[src/rtl/toaplan2_cen_pkg.sv]
// Shared definitions for the Toaplan2 fractional clock-enable bank.
// Latency: n/a (types, constants and an index helper only).
// Backpressure: n/a.
//
// Contents:
//   CEN_W_MAX      widest supported ratio/accumulator width
//   MEAS_W         width of the optional per-channel pulse counter
//   cen_ratio_t    {n, m} ratio pair
//   CEN_IDX        flat bit index of channel ch, stage k in the cen bus
//   R_1350_OF_945  1/7   (e.g. 27 MHz -> 3.857 MHz)
//   R_4_OF_945     8/189 (e.g. 27 MHz -> 1.143 MHz)
package toaplan2_cen_pkg;

    localparam int CEN_W_MAX = 16;
    localparam int MEAS_W    = 16;

    typedef struct packed {
        logic [CEN_W_MAX-1:0] n;
        logic [CEN_W_MAX-1:0] m;
    } cen_ratio_t;

    localparam cen_ratio_t R_1350_OF_945 = '{n: 16'd1, m: 16'd7};
    localparam cen_ratio_t R_4_OF_945    = '{n: 16'd8, m: 16'd189};

    // Stage k of channel ch lives at bit ch*divs+k of the flat cen bus.
    function automatic int CEN_IDX(input int ch, input int k, input int divs = 4);
        return ch * divs + k;
    endfunction

endpackage

[src/rtl/toaplan2_cen_chan.sv]
// One fractional clock-enable channel: accumulator, ratio shadow, /2 chain.
// Latency: pulses are registered, one CLK after the accumulator decision.
// Backpressure: none; pause freezes state and silences outputs.
//
// Ports: clk/reset (sync, active-high), pause, sync, we + wr_n/wr_m (shadow
// write), busy (shadow pending), cen[DIVS] (base + /2 stages), cenb
// (half-phase base). With TOAPLAN2_CEN_MEASURE_EN: meas_win, meas_cnt.
module toaplan2_cen_chan
    import toaplan2_cen_pkg::*;
#(
    parameter int             W     = 8,
    parameter int             DIVS  = 4,
    parameter logic [W-1:0]   N_RST = W'(1),
    parameter logic [W-1:0]   M_RST = W'(7)
) (
    input  logic              clk,
    input  logic              reset,
    input  logic              pause,
    input  logic              sync,
    input  logic              we,
    input  logic [W-1:0]      wr_n,
    input  logic [W-1:0]      wr_m,
    output logic              busy,
    output logic [DIVS-1:0]   cen,
    output logic              cenb
`ifdef TOAPLAN2_CEN_MEASURE_EN
    ,
    input  logic              meas_win,
    output logic [MEAS_W-1:0] meas_cnt
`endif
);

    localparam int DC = (DIVS > 1) ? DIVS - 1 : 1;

    logic [W-1:0]    n_q, m_q, acc_q, sh_n, sh_m;
    logic            busy_q;
    logic [DC-1:0]   div_q;
    logic [DIVS-1:0] cen_q;
    logic            cenb_q;

    logic [W:0]      sum;
    logic [W-1:0]    half, acc_nxt, acc_apl;
    logic            disabled, full, pulse, hit, apply;
    logic [DIVS-1:0] stage;

    always_comb begin
        sum      = {1'b0, acc_q} + {1'b0, n_q};
        half     = m_q >> 1;
        disabled = (m_q == '0);
        // n >= m would let acc run away; treat as "every cycle" with acc pinned.
        full     = !disabled && (n_q >= m_q);
        pulse    = !disabled && (full || (sum >= {1'b0, m_q}));

        if (disabled || full)
            acc_nxt = '0;
        else if (pulse)
            acc_nxt = W'(sum - {1'b0, m_q});
        else
            acc_nxt = W'(sum);

        // acc crosses m/2 this cycle without wrapping: half-phase point.
        hit = !disabled && !pulse && (acc_q < half) && (sum >= {1'b0, half});

        stage = '0;
        for (int k = 0; k < DIVS; k++)
            stage[k] = pulse && ((div_q & DC'((1 << k) - 1)) == '0);

        // Shadow lands on a period boundary so no pulse is stretched or cut.
        apply   = busy_q && (sync || disabled || (pulse && !pause));
        acc_apl = (acc_nxt >= sh_m) ? '0 : acc_nxt;
    end

    always_ff @(posedge clk) begin
        if (reset) begin
            n_q    <= N_RST;
            m_q    <= M_RST;
            acc_q  <= '0;
            div_q  <= '0;
            sh_n   <= '0;
            sh_m   <= '0;
            busy_q <= 1'b0;
            cen_q  <= '0;
            cenb_q <= 1'b0;
        end else begin
            cen_q  <= '0;
            cenb_q <= 1'b0;
            if (sync) begin
                acc_q <= '0;
                div_q <= '0;
            end else if (!pause) begin
                acc_q  <= apply ? acc_apl : acc_nxt;
                if (pulse)
                    div_q <= div_q + DC'(1);
                cen_q  <= stage;
                cenb_q <= hit;
            end
            if (apply) begin
                n_q    <= sh_n;
                m_q    <= sh_m;
                busy_q <= 1'b0;
            end
            // A write in the same cycle as an apply re-arms with the new value.
            if (we) begin
                sh_n   <= wr_n;
                sh_m   <= wr_m;
                busy_q <= 1'b1;
            end
        end
    end

    assign busy = busy_q;
    assign cen  = cen_q;
    assign cenb = cenb_q;

`ifdef TOAPLAN2_CEN_MEASURE_EN
    logic [MEAS_W-1:0] cnt_q, meas_q;
    logic              pulse_run;

    assign pulse_run = pulse && !pause && !sync;

    always_ff @(posedge clk) begin
        if (reset) begin
            cnt_q  <= '0;
            meas_q <= '0;
        end else if (meas_win) begin
            meas_q <= cnt_q;
            cnt_q  <= pulse_run ? MEAS_W'(1) : '0;
        end else if (pulse_run && (cnt_q != '1)) begin
            cnt_q  <= cnt_q + MEAS_W'(1);
        end
    end

    assign meas_cnt = meas_q;
`endif

endmodule

[src/rtl/toaplan2_cen_bank.sv]
// Multi-channel fractional clock-enable bank (CLK*n/m per channel, + /2 stages).
// Latency: enables are registered, one CLK after each channel's decision.
// Backpressure: none; PAUSE silences all channels, SYNC re-phases them.
//
// Ports: CLK, RESET (sync, active-high), PAUSE, SYNC, cfg_we/cfg_ch/cfg_n/
// cfg_m (runtime ratio write, cfg_ch >= NCH ignored), cfg_busy[NCH],
// cen[NCH*DIVS] (bit ch*DIVS+k), cenb[NCH].
// Optional macro TOAPLAN2_CEN_MEASURE_EN adds meas_win and meas_cnt[NCH*16].
module toaplan2_cen_bank
    import toaplan2_cen_pkg::*;
#(
    parameter int                NCH    = 2,
    parameter int                W      = 8,
    parameter int                DIVS   = 4,
    parameter logic [NCH*W-1:0]  N_INIT = {8'd8, 8'd1},
    parameter logic [NCH*W-1:0]  M_INIT = {8'd189, 8'd7}
) (
    input  logic                   CLK,
    input  logic                   RESET,
    input  logic                   PAUSE,
    input  logic                   SYNC,
    input  logic                   cfg_we,
    input  logic [2:0]             cfg_ch,
    input  logic [W-1:0]           cfg_n,
    input  logic [W-1:0]           cfg_m,
    output logic [NCH-1:0]         cfg_busy,
    output logic [NCH*DIVS-1:0]    cen,
    output logic [NCH-1:0]         cenb
`ifdef TOAPLAN2_CEN_MEASURE_EN
    ,
    input  logic                   meas_win,
    output logic [NCH*MEAS_W-1:0]  meas_cnt
`endif
);

    for (genvar ch = 0; ch < NCH; ch++) begin : g_ch
        logic we_ch;
        assign we_ch = cfg_we && (cfg_ch == 3'(ch));

        toaplan2_cen_chan #(
            .W     (W),
            .DIVS  (DIVS),
            .N_RST (N_INIT[ch*W +: W]),
            .M_RST (M_INIT[ch*W +: W])
        ) u_chan (
            .clk      (CLK),
            .reset    (RESET),
            .pause    (PAUSE),
            .sync     (SYNC),
            .we       (we_ch),
            .wr_n     (cfg_n),
            .wr_m     (cfg_m),
            .busy     (cfg_busy[ch]),
            .cen      (cen[CEN_IDX(ch, 0, DIVS) +: DIVS]),
            .cenb     (cenb[ch])
`ifdef TOAPLAN2_CEN_MEASURE_EN
            ,
            .meas_win (meas_win),
            .meas_cnt (meas_cnt[ch*MEAS_W +: MEAS_W])
`endif
        );
    end

endmodule

[config.mk]
export PLATFORM = sky130hd
export DESIGN_NAME = toaplan2_cen_bank
export DESIGN_NICKNAME = d
export VERILOG_FILES = /design/src/rtl/toaplan2_cen_pkg.sv /design/src/rtl/toaplan2_cen_chan.sv /design/src/rtl/toaplan2_cen_bank.sv
export SDC_FILE = /design/constraint.sdc
export NUM_CORES = 1
export LEC_CHECK = 0
export BUFFER_PORTS_ARGS = -buffer_cell sky130_fd_sc_hd__buf_2
export CELL_PAD_IN_SITES_DETAIL_PLACEMENT = 0
export CELL_PAD_IN_SITES_GLOBAL_PLACEMENT = 1
export CORE_MARGIN = 3
export CORE_UTILIZATION = 47
export DETAILED_ROUTE_END_ITERATION = 6
export GPL_TIMING_DRIVEN = 0
export PLACE_DENSITY = 0.89
export SYNTH_ARGS = -nofsm -noshare
export SYNTH_HDL_FRONTEND = slang
export SYNTH_SLANG_ARGS = --single-unit
[constraint.sdc]
create_clock -name CLK -period 5.4 [get_ports CLK]
set_input_delay 0 -clock CLK [delete_from_list [all_inputs] [get_ports CLK]]
set_output_delay 0 -clock CLK [all_outputs]
set_load 0.005 [all_outputs]
==> results of run 1 <==
## what timing repair did
action / CTS / global route
hold buffers: 16 / 0
hold endpoints to repair: 32 / 0
buffers inserted: 0 / 2
endpoints found under the setup margin: 8 / 16
gates resized for setup: 4 / 15
pin swaps: 0 / 5
## area by class of cell
type                            instances  area [sq um]  area share, %
Buffer                                 27           135           1.86
Clock buffer                           10           229           3.15
Clock inverter                          6          56.3          0.775
Inverter                               51           191           2.64
Multi-Input combinational cell        589          4130           56.9
Sequential cell                        98          1960           27.0
Tap cell                              172           215           2.96
Timing Repair Buffer                   52           345           4.75
## flip-flops by register name (all words and copies together) (netlist names)
register / count
g_ch.u_chan.sh_m: 16
g_ch.u_chan.cenb: 2
g_ch.u_chan.cen: 8
g_ch.u_chan.busy: 2
g_ch.u_chan.acc_q: 16
g_ch.u_chan.m_q: 16
g_ch.u_chan.sh_n: 16
g_ch.u_chan.n_q: 16
g_ch.u_chan.div_q: 6
## cell usage after synthesis (5+ instances only)
| cell | instances | area, sq um |
|---|---|---|
| nor2_1 | 75 | 282 |
| nand4_1 | 6 | 37.5 |
| dfxtp_1 | 98 | 1960 |
| a21o_1 | 15 | 113 |
| a2111oi_0 | 5 | 43.8 |
| nand3_1 | 11 | 55.1 |
| ha_1 | 94 | 1180 |
| o21bai_1 | 5 | 37.5 |
| inv_1 | 51 | 191 |
| nand2_1 | 100 | 375 |
| clkbuf_1 | 21 | 78.8 |
| o21ai_0 | 39 | 195 |
| mux2i_1 | 27 | 270 |
| o21a_1 | 14 | 105 |
| buf_4 | 6 | 45.0 |
| nor2b_1 | 13 | 81.3 |
| nor3_1 | 10 | 50.1 |
| a21oi_1 | 75 | 375 |
| nand2b_1 | 13 | 81.3 |
| xnor2_1 | 13 | 114 |
| a211o_1 | 11 | 96.3 |
## metrics by stage
stage          cells  power [uW]
2_1_floorplan    766         854
3_3_place_gp     972         893
5_1_grt         1005        1580
3_5_place_dp     972         899
4_1_cts         1003        1520
6_report        1005        1520
## power by group
group	total [uW]	switching, uW	internal, uW	leakage (uW)
logic	159	90.6	68.4	0.00239
clock network	617	294	322	0.000137
registers	739	7.81	732	0.000791
## cell families after synthesis
logic type | after synthesis | share of synthesized area, %
AO/OA/AOI/OAI | 198 | 20.4
adder cells (fa/ha/maj) | 98 | 19.7
multiplexers | 27 | 4.24
buffers and inverters | 79 | 5.13
XOR/XNOR | 16 | 2.20
flip-flops | 98 | 30.8
AND/OR/NAND/NOR | 250 | 17.5
## worst min-delay path by stage
stage,from,endpoint,depth (start not counted)
after global routing,cfg_ch[0],g_ch[0].u_chan.sh_n[0],4
final,cfg_ch[0],g_ch[0].u_chan.sh_n[0],4
after global placement,cfg_m[0],g_ch[0].u_chan.sh_m[0],3
after detailed placement,cfg_m[4],g_ch[0].u_chan.sh_m[4],3
after floorplan,cfg_n[1],g_ch[0].u_chan.sh_n[1],2
after CTS,cfg_ch[0],g_ch[0].u_chan.sh_n[0],4
## cells in the final DEF, fill, tap and decap left out, types with 10 or more instances in the layout
cell	Yosys	routed
xnor2_1	13	12
inv_1	51	51
clkbuf_1	21	20
nor3_1	10	10
dlygate4sd3_1	0	16
o21a_1	14	14
nand2_1	100	100
mux2i_1	27	27
nor2_1	75	75
a211o_1	11	11
a21oi_1	75	73
o21ai_0	39	33
nand2b_1	13	13
a21o_1	15	15
dfxtp_1	98	98
nor2b_1	13	13
ha_1	94	93
buf_2	0	34
## worst register-to-register path, delay by kind of cell (launching register included)
family	cells	cell delay (ns)
compound gates	10	2.25
fa+ha+maj	4	1.14
simple gates	4	0.79
flops	1	0.36
buf+inv	2	0.24
xor+xnor	1	0.24
## metal layers
layer	up-vias	GRT usage [%]
li1	2825	-
met1	2630	31.0
met5	-	0
met4	0	7.07
met3	22	3.23
met2	142	36.7
==> impl_metrics.yaml, run 1 <==
critical_path:
  cp_num_cells: 21
  cp.arrival_ns: 5.37
  critical_path.startpoint: "g_ch[1].u_chan.acc_q[0]"
  path_class: "reg2reg"
  crit_family: "compound AO/OA/AOI/OAI gates"
  critical_path.max_fanout: 17
  r2r_slack_ns: 0.29
  cp.required_ns: 5.66
  endpoint: "g_ch[1].u_chan.acc_q[5]"
  start_kind: "register"
  crit_buf_inv: 2
  r2r_cells: 21
  cp_slowest_stage_delay_ns: 0.43
  endpoint_kind: "register"
  r2r_start: "g_ch[1].u_chan.acc_q[0]"
  slowest_stage: "fa_1"
  timing.rr.end: "g_ch[1].u_chan.acc_q[5]"
  crit_chain: "ha_1 > inv_1 > fa_1 > nand2b_1 > a21oi_2 > nor2_1 > xnor2_2 > ha_4 > a2111o_1 > o211a_1 > or3_1 > buf_6 > a211o_1 > ha_1 > nand2b_1 > a21o_1 > a21oi_2 > o21ai_1 > a41oi_2 > o21ai_1 > o21ai_0"
cells_and_area:
  num_antenna_cells: 0
  synthToLayoutAreaGrowth_pct: 14.1
  final_area_sq_mm: 0.00726
  final_core_util_pct: 56.2
  drive_above_1_share_pct: 8.88
  finalNetCount: 950
  fillCellCount: 1224
floorplanning:
  core_sq_mm: 0.0129
  num_rows: 41
  die_y_um: 122
  ios: 36
  die_area_sq_mm: 0.0150
  fp.dieW_um: 122
  initial_core_util_pct: 49.3
placed_design:
  dp_slack_ns: -0.247
  gp_congestion: 0.851
  placed_area_sq_mm: 0.00675
  hpwl_mm: 13.2
  port_buffers: 34
sta:
  clock.fmax_ghz: 0.196
  period_share_pct: 94.6
  holdWs_ns: 0.0547
  final.setup.tns_ns: 0
  slew_viol_final: 0
  fin_crit_ns: 5.11
  hold_violations: 0
  clock_skew_ns: 0.00741
  rsz0062_at_grt: "no"
  worst_slack_ns: 0.294
  setup_viol: 0
  worstMarginPinSlew_ns: 0.895
  slew_headroom_pct: 38.8
worst_hold_path:
  holdCritPathClass: "in2reg"
synthesis:
  yosysWarnings: 0
  avgSynthCellArea_sq_um: 8.31
  syn-num-nets: 888
  synth.ff_latch_count: 98
  syn_area_sq_mm: 0.00637
  ys_async_sr_fraction_pct: 0
  syn_inst: 766
  yosysSeqAreaShare_pct: 30.8
  yosys.cell_types.count: 54
  synth_edf_count: 0
  synthFlopType: "dfxtp_1"
cts:
  clock-root-buffer: "clkbuf_16"
  clkSlewWorstSetupHoldPaths_ns: 0.07
  cts_made_buffers: 9
  clk_latency_ns: 0.35
  clock_sinks: 98
  max-clock-path-buffers: 2
  h-tree-depth: 3
  tritoncts: "built"
global_routing:
  antenna_found_initial: 0
  grt_pass1_vias: 5479
  grt_pass1_wl_mm: 26.7
  grt_usage_pct: 22.6
  grt_start_max_net_pins: 19
  grt-ovfl-total: 0
power_and_ir_drop:
  power.leakage_uw: 0.00332
  irDropWorstVdd_mv: 0.134
  powerDensity_mw_per_mm2: 209
routing:
  wl_mm: 16.3
  drt_first_pass_iters: 5
  first_iter_violations: 290
  met2_length_mm: 7.35
  route.met3.wl_um: 751
  top_layer: "met4"
  drtAntennaViolNets: 0
  drc_errors: 0
  via_count: 5619
  wl_per_cell_um: 16.2
  wl_met1_mm: 7.87
  routed_via_density: 5.59
flow_run:
  cap_violations: 0
status:
  outcome: "completed"
Power figures use the tool's default switching activity.
==> run 2: changes to the inputs <==
- REMOVE_ABC_BUFFERS: not set -> 1
==> impl_metrics.yaml, run 2 (same netlist as run 1, synthesis figures left out) <==
global_routing:
  grt_start_max_net_pins: 72
  grt_usage_pct: 21.1
  grt_pass1_vias: 5344
  grt_pass1_wl_mm: 25.8
  grt-ovfl-total: 0
  antenna_found_initial: 0
flow_run:
  cap_violations: 0
routing:
  drtAntennaViolNets: 0
  wl_mm: 15.0
  wl_per_cell_um: 15.4
  met2_length_mm: 6.59
  via_count: 5461
  route.met3.wl_um: 545
  drc_errors: 0
  wl_met1_mm: 7.76
  routed_via_density: 5.58
  first_iter_violations: 281
  top_layer: "met4"
  drt_first_pass_iters: 5
placed_design:
  placedCellCount: 945
  gp_congestion: 0.854
  dp_slack_ns: -0.0647
  hpwl_mm: 11.6
  port_buffers: 35
sta:
  slew_viol_final: 0
  hold_violations: 0
  worst_slack_ns: 0.219
  final.setup.tns_ns: 0
  fin_crit_ns: 5.18
  slew_headroom_pct: 14.8
  clock_skew_ns: 0.00427
  period_share_pct: 96.0
  clock.fmax_ghz: 0.193
  worstMarginPinSlew_ns: 1.27
  setup_viol: 0
cells_and_area:
  final_common_cell: "nand2_1"
  drive_above_1_share_pct: 8.31
  seq_area_sq_mm: 0.00196
  num_antenna_cells: 0
  mostFrequentLayoutCells: "100 x nand2_1, 98 x dfxtp_1, 94 x ha_1, 75 x nor2_1, 74 x a21oi_1"
  synthToLayoutAreaGrowth_pct: 12.2
  multi_input_area_sq_mm: 0.00413
  instances_no_fill: 978
  finalNetCount: 923
  fillCellCount: 1183
floorplanning:
  initial_core_util_pct: 49.3
  die_area_sq_mm: 0.0150
  core_sq_mm: 0.0129
  num_rows: 41
  fp.dieW_um: 122
  ios: 36
  die_y_um: 122
power_and_ir_drop:
  intPower_uw: 1170
  power.leakage_uw: 0.00326
  pwr-share-seq_pct: 48.0
  powerDensity_mw_per_mm2: 215
  irDropWorstVdd_mv: 0.225
  p_switching_uw: 369
  combPwrFrac_pct: 10.2
  p_total_uw: 1540
  p_clk_share_pct: 41.8
  swShare_pct: 24.0
cts:
  h-tree-depth: 3
  max-clock-path-buffers: 2
  clkSlewWorstSetupHoldPaths_ns: 0.07
  tritoncts: "built"
  clock_sinks: 98
  clock-root-buffer: "clkbuf_16"
  cts_made_buffers: 9
  clk_latency_ns: 0.34
critical_path:
  endpoint_kind: "register"
  critical_path.max_fanout: 13
  cp.required_ns: 5.66
  r2r_slack_ns: 0.22
  path_common_cell: "ha_1"
  path_class: "reg2reg"
  cp_slowest_stage_delay_ns: 0.46
  start_kind: "register"
  crit_chain: "ha_1 > inv_1 > fa_1 > nand2b_1 > a21oi_2 > nor2_1 > xnor2_1 > ha_1 > a2111o_1 > o211a_1 > or3_4 > a211o_1 > ha_1 > nand2b_1 > a21o_1 > a21oi_1 > o21ai_0 > a41oi_2 > nand3_2 > o221ai_1"
  slowest_stage: "or3_4"
  cp.arrival_ns: 5.44
worst_hold_path:
  holdCritPathClass: "in2reg"
status:
  outcome: "completed"
[run 2: cell count changes in the layout (fill, tap and decap cells not counted), sizes merged]
cell	change
inv	-3
bufinv	+1
clkinvlp	-1
clkinv	+3
clkbuf	-19
buf	-8
[run 2: power groups by stage]
stage	Combinational (uW)	Clock, uW	Sequential, uW
2_1_floorplan	91.1	0	753
4_1_cts	150	657	739
6_report	156	644	739
3_5_place_dp	139	0	755
5_1_grt	176	693	740
3_3_place_gp	134	0	755
[run 2: per-stage QoR]
stage / hold slack (ns) / utilization (%) / instance area [sq um]
2_1_floorplan: 0.0691 / - / 6230
6_report: 0.0465 / 55.3 / 7140
4_1_cts: 0.0366 / 54.9 / 7100
5_1_grt: 0.0703 / 55.3 / 7140
3_3_place_gp: 0.265 / 51.2 / 6620
3_5_place_dp: 0.266 / 51.2 / 6620
[run 2: path summary, 6_finish.rpt]
check                           from                       to  cells after the start
min                             SYNC      g_ch[0].u_chan.busy                      4
min reg2reg  g_ch[0].u_chan.div_q[2]    g_ch[0].u_chan.cen[3]                      1
max reg2reg    g_ch[1].u_chan.n_q[0]  g_ch[1].u_chan.acc_q[1]                     20
max            g_ch[1].u_chan.n_q[0]  g_ch[1].u_chan.acc_q[1]                     20
[run 2: what timing repair did]
action                                 CTS  global route
setup buffers                            0             1
setup endpoints to repair               15            16
endpoints found under the hold margin   32             0
gates resized for setup                  2            11
hold buffers                            16             0
pin swaps                                0             3
[run 2: cell type report]
type	instances	share of cell area, %
sequential	98	27.5
timing repair buffer	52	4.80
tap	172	3.01
multi-input combinational	589	57.8
inverter	51	2.68
clock inverter	6	0.928
clock buffer	10	3.35
[run 2: worst max-delay path: cells and delay by family, from the launching register on]
family,cells,cell delay [ns]
buf+inv,1,0.06
compound gates,9,2.16
xor+xnor,1,0.27
flops,1,0.38
simple gates,5,1.05
fa+ha+maj,4,1.17
[run 2: per-layer routing]
| layer | global-route usage (%) | up-vias |
|---|---|---|
| met4 | 2.87 | 0 |
| li1 | - | 2767 |
| met5 | 0 | - |
| met1 | 30.6 | 2581 |
| met2 | 33.7 | 102 |
| met3 | 3.55 | 11 |
==> run 3: changes to the inputs <==
- ABC_AREA: not set -> 1
- CORE_UTILIZATION: 47 -> 46
==> impl_metrics.yaml, run 3 <==
synthesis:
  yosysSeqAreaShare_pct: 29.2
  synth.ff_latch_count: 98
  syn_area_sq_mm: 0.00673
  syn_inst: 926
  yosys.cell_types.count: 40
  synth_top_area_share_pct: 29.2
  yosysMostFrequentCell: "nand2_1"
  ys_async_sr_fraction_pct: 0
  yosysWarnings: 0
  ys_top_cells_by_area: "dfxtp_1 29%, ha_1 17%, nand2_1 10%"
  synth_commonest_cells: "179 x nand2_1, 145 x inv_1, 107 x a21oi_1"
  synth_top_area_cell: "dfxtp_1"
  synth_edf_count: 0
  synthFlopType: "dfxtp_1"
  avgSynthCellArea_sq_um: 7.26
floorplanning:
  die_y_um: 127
  die_area_sq_mm: 0.0161
  num_rows: 43
  initial_core_util_pct: 47.7
  core_sq_mm: 0.0141
  ios: 36
  fp.dieW_um: 127
cells_and_area:
  num_antenna_cells: 0
  final_core_util_pct: 53.2
  fillCellCount: 1399
  synthToLayoutAreaGrowth_pct: 11.5
  finalNetCount: 1085
  mostFrequentLayoutCells: "179 x nand2_1, 145 x inv_1, 107 x a21oi_1, 98 x dfxtp_1, 94 x ha_1"
  drive_above_1_share_pct: 9.30
  final_common_cell: "nand2_1"
critical_path:
  r2r_start: "g_ch[1].u_chan.acc_q[0]"
  r2r_cells: 26
  timing.rr.end: "g_ch[1].u_chan.acc_q[7]"
  cp.arrival_ns: 4.70
  start_kind: "register"
  path_class: "reg2reg"
  cp.required_ns: 5.60
  endpoint_kind: "register"
  r2r_slack_ns: 0.90
  critical_path.max_fanout: 9
placed_design:
  gp_congestion: 0.863
  hpwl_mm: 12.0
  port_buffers: 35
routing:
  via_count: 5889
  wl_per_cell_um: 13.4
  first_iter_violations: 373
  routed_via_density: 5.13
  wl_mm: 15.4
  drtAntennaViolNets: 0
  drt_first_pass_iters: 5
  drc_errors: 0
worst_hold_path:
  hold_depth: 4
  holdCritPathClass: "in2reg"
  hold_end: "g_ch[1].u_chan.busy"
  min_from: "SYNC"
power_and_ir_drop:
  irDropWorstVdd_mv: 0.201
  power.leakage_uw: 0.00399
  powerDensity_mw_per_mm2: 283
cts:
  post-cts-setup-buffers: 0
  max-clock-path-buffers: 2
  cts_made_buffers: 9
  h-tree-depth: 3
  clock_sinks: 98
  clock-root-buffer: "clkbuf_16"
  clk_latency_ns: 0.35
  clkSlewWorstSetupHoldPaths_ns: 0.07
  tritoncts: "built"
global_routing:
  antenna_found_initial: 0
  grt_pass1_wl_mm: 26.0
  grt_pass1_vias: 5480
  grt-ovfl-total: 0
  grt_usage_pct: 19.5
  grt_start_max_net_pins: 65
sta:
  clock_skew_ns: 0.00697
  hold_violations: 0
  clock.fmax_ghz: 0.222
  final.setup.tns_ns: 0
  slew_viol_final: 0
  slew_headroom_pct: 26.5
  fin_crit_ns: 4.50
  rsz0062_at_grt: "no"
  setup_viol: 0
  worstMarginPinSlew_ns: 1.10
  period_share_pct: 83.3
status:
  outcome: "completed"
flow_run:
  cap_violations: 0
## run 3: layout make-up
class / count / area, sq um / share of cell area, %
Multi-Input combinational cell: 652 / 4060 / 54.1
Clock inverter: 7 / 124 / 1.65
Sequential cell: 98 / 1960 / 26.2
Clock buffer: 9 / 225 / 3.00
Timing Repair Buffer: 52 / 345 / 4.60
Tap cell: 180 / 225 / 3.00
Inverter: 150 / 564 / 7.52
## run 3: report_power, final
group	internal [uW]	switching [uW]
logic	227	382
clock network	458	291
registers	750	18.8
total	1440	691
## run 3: repair_timing
action / in CTS / in global routing
hold buffers: 17 / 0
resized for setup: 0 / 0
hold endpoints to repair: 33 / 0
## run 3: logic make-up after synthesis
| family | synth area share [%] |
|---|---|
| simple gates | 21.5 |
| buf+inv | 10.5 |
| flops | 29.2 |
| compound gates | 17.9 |
| xor+xnor | 2.21 |
| fa+ha+maj | 18.7 |
## run 3: worst max path at each step
stage	startpoint	to	slack (ns)
2_1_floorplan	g_ch[1].u_chan.acc_q[0]	g_ch[1].u_chan.acc_q[7]	1.65
3_3_place_gp	g_ch[1].u_chan.acc_q[0]	g_ch[1].u_chan.acc_q[7]	0.95
3_5_place_dp	g_ch[1].u_chan.acc_q[0]	g_ch[1].u_chan.acc_q[7]	0.94
4_1_cts	g_ch[1].u_chan.acc_q[0]	g_ch[1].u_chan.acc_q[7]	0.91
5_1_grt	g_ch[1].u_chan.n_q[0]	g_ch[1].u_chan.acc_q[4]	0.34
6_report	g_ch[1].u_chan.acc_q[0]	g_ch[1].u_chan.acc_q[7]	0.90
## run 3: through the flow
step	cell area, sq um	setup WS, ns	hold slack, ns	total power, uW	std cells
global route	7500	0.341	0.0327	2270	1148
CTS	7500	0.915	0.0104	2140	1148
floorplan	6580	1.65	0.0691	1230	900
global placement	6980	0.947	0.216	1370	1115
finish	7500	0.901	0.0337	2130	1148
detailed placement	6980	0.943	0.233	1380	1115
## run 3: critical path, stage by stage, from the launching register on
cell and delay (ns):
dfxtp_1 0.37, ha_1 0.18, inv_1 0.05, fa_1 0.42, o21ai_2 0.23, a31oi_1 0.12, xor2_1 0.18, inv_1 0.08
ha_1 0.31, a21oi_1 0.23, nand2_1 0.09, nand2_1 0.06, nand2_1 0.06, nor2_2 0.14, nand3_2 0.15, nand2_2 0.20
nand2_1 0.07, nand2_1 0.10, inv_1 0.06, ha_1 0.29, nand2_1 0.08, nor2_1 0.16, nand4_1 0.12, o2111ai_1 0.18
nand3_2 0.25, nand2_1 0.13, a21oi_1 0.06
## run 3: layer usage
layer | track usage, % | vias to the layer above | share of wire (%)
met4 | 3.79 | 0 | 0.87
met3 | 3.54 | 12 | 4.1
met5 | 0 | - | 0
li1 | - | 3125 | -
met1 | 29.6 | 2647 | 54
met2 | 29.0 | 105 | 41
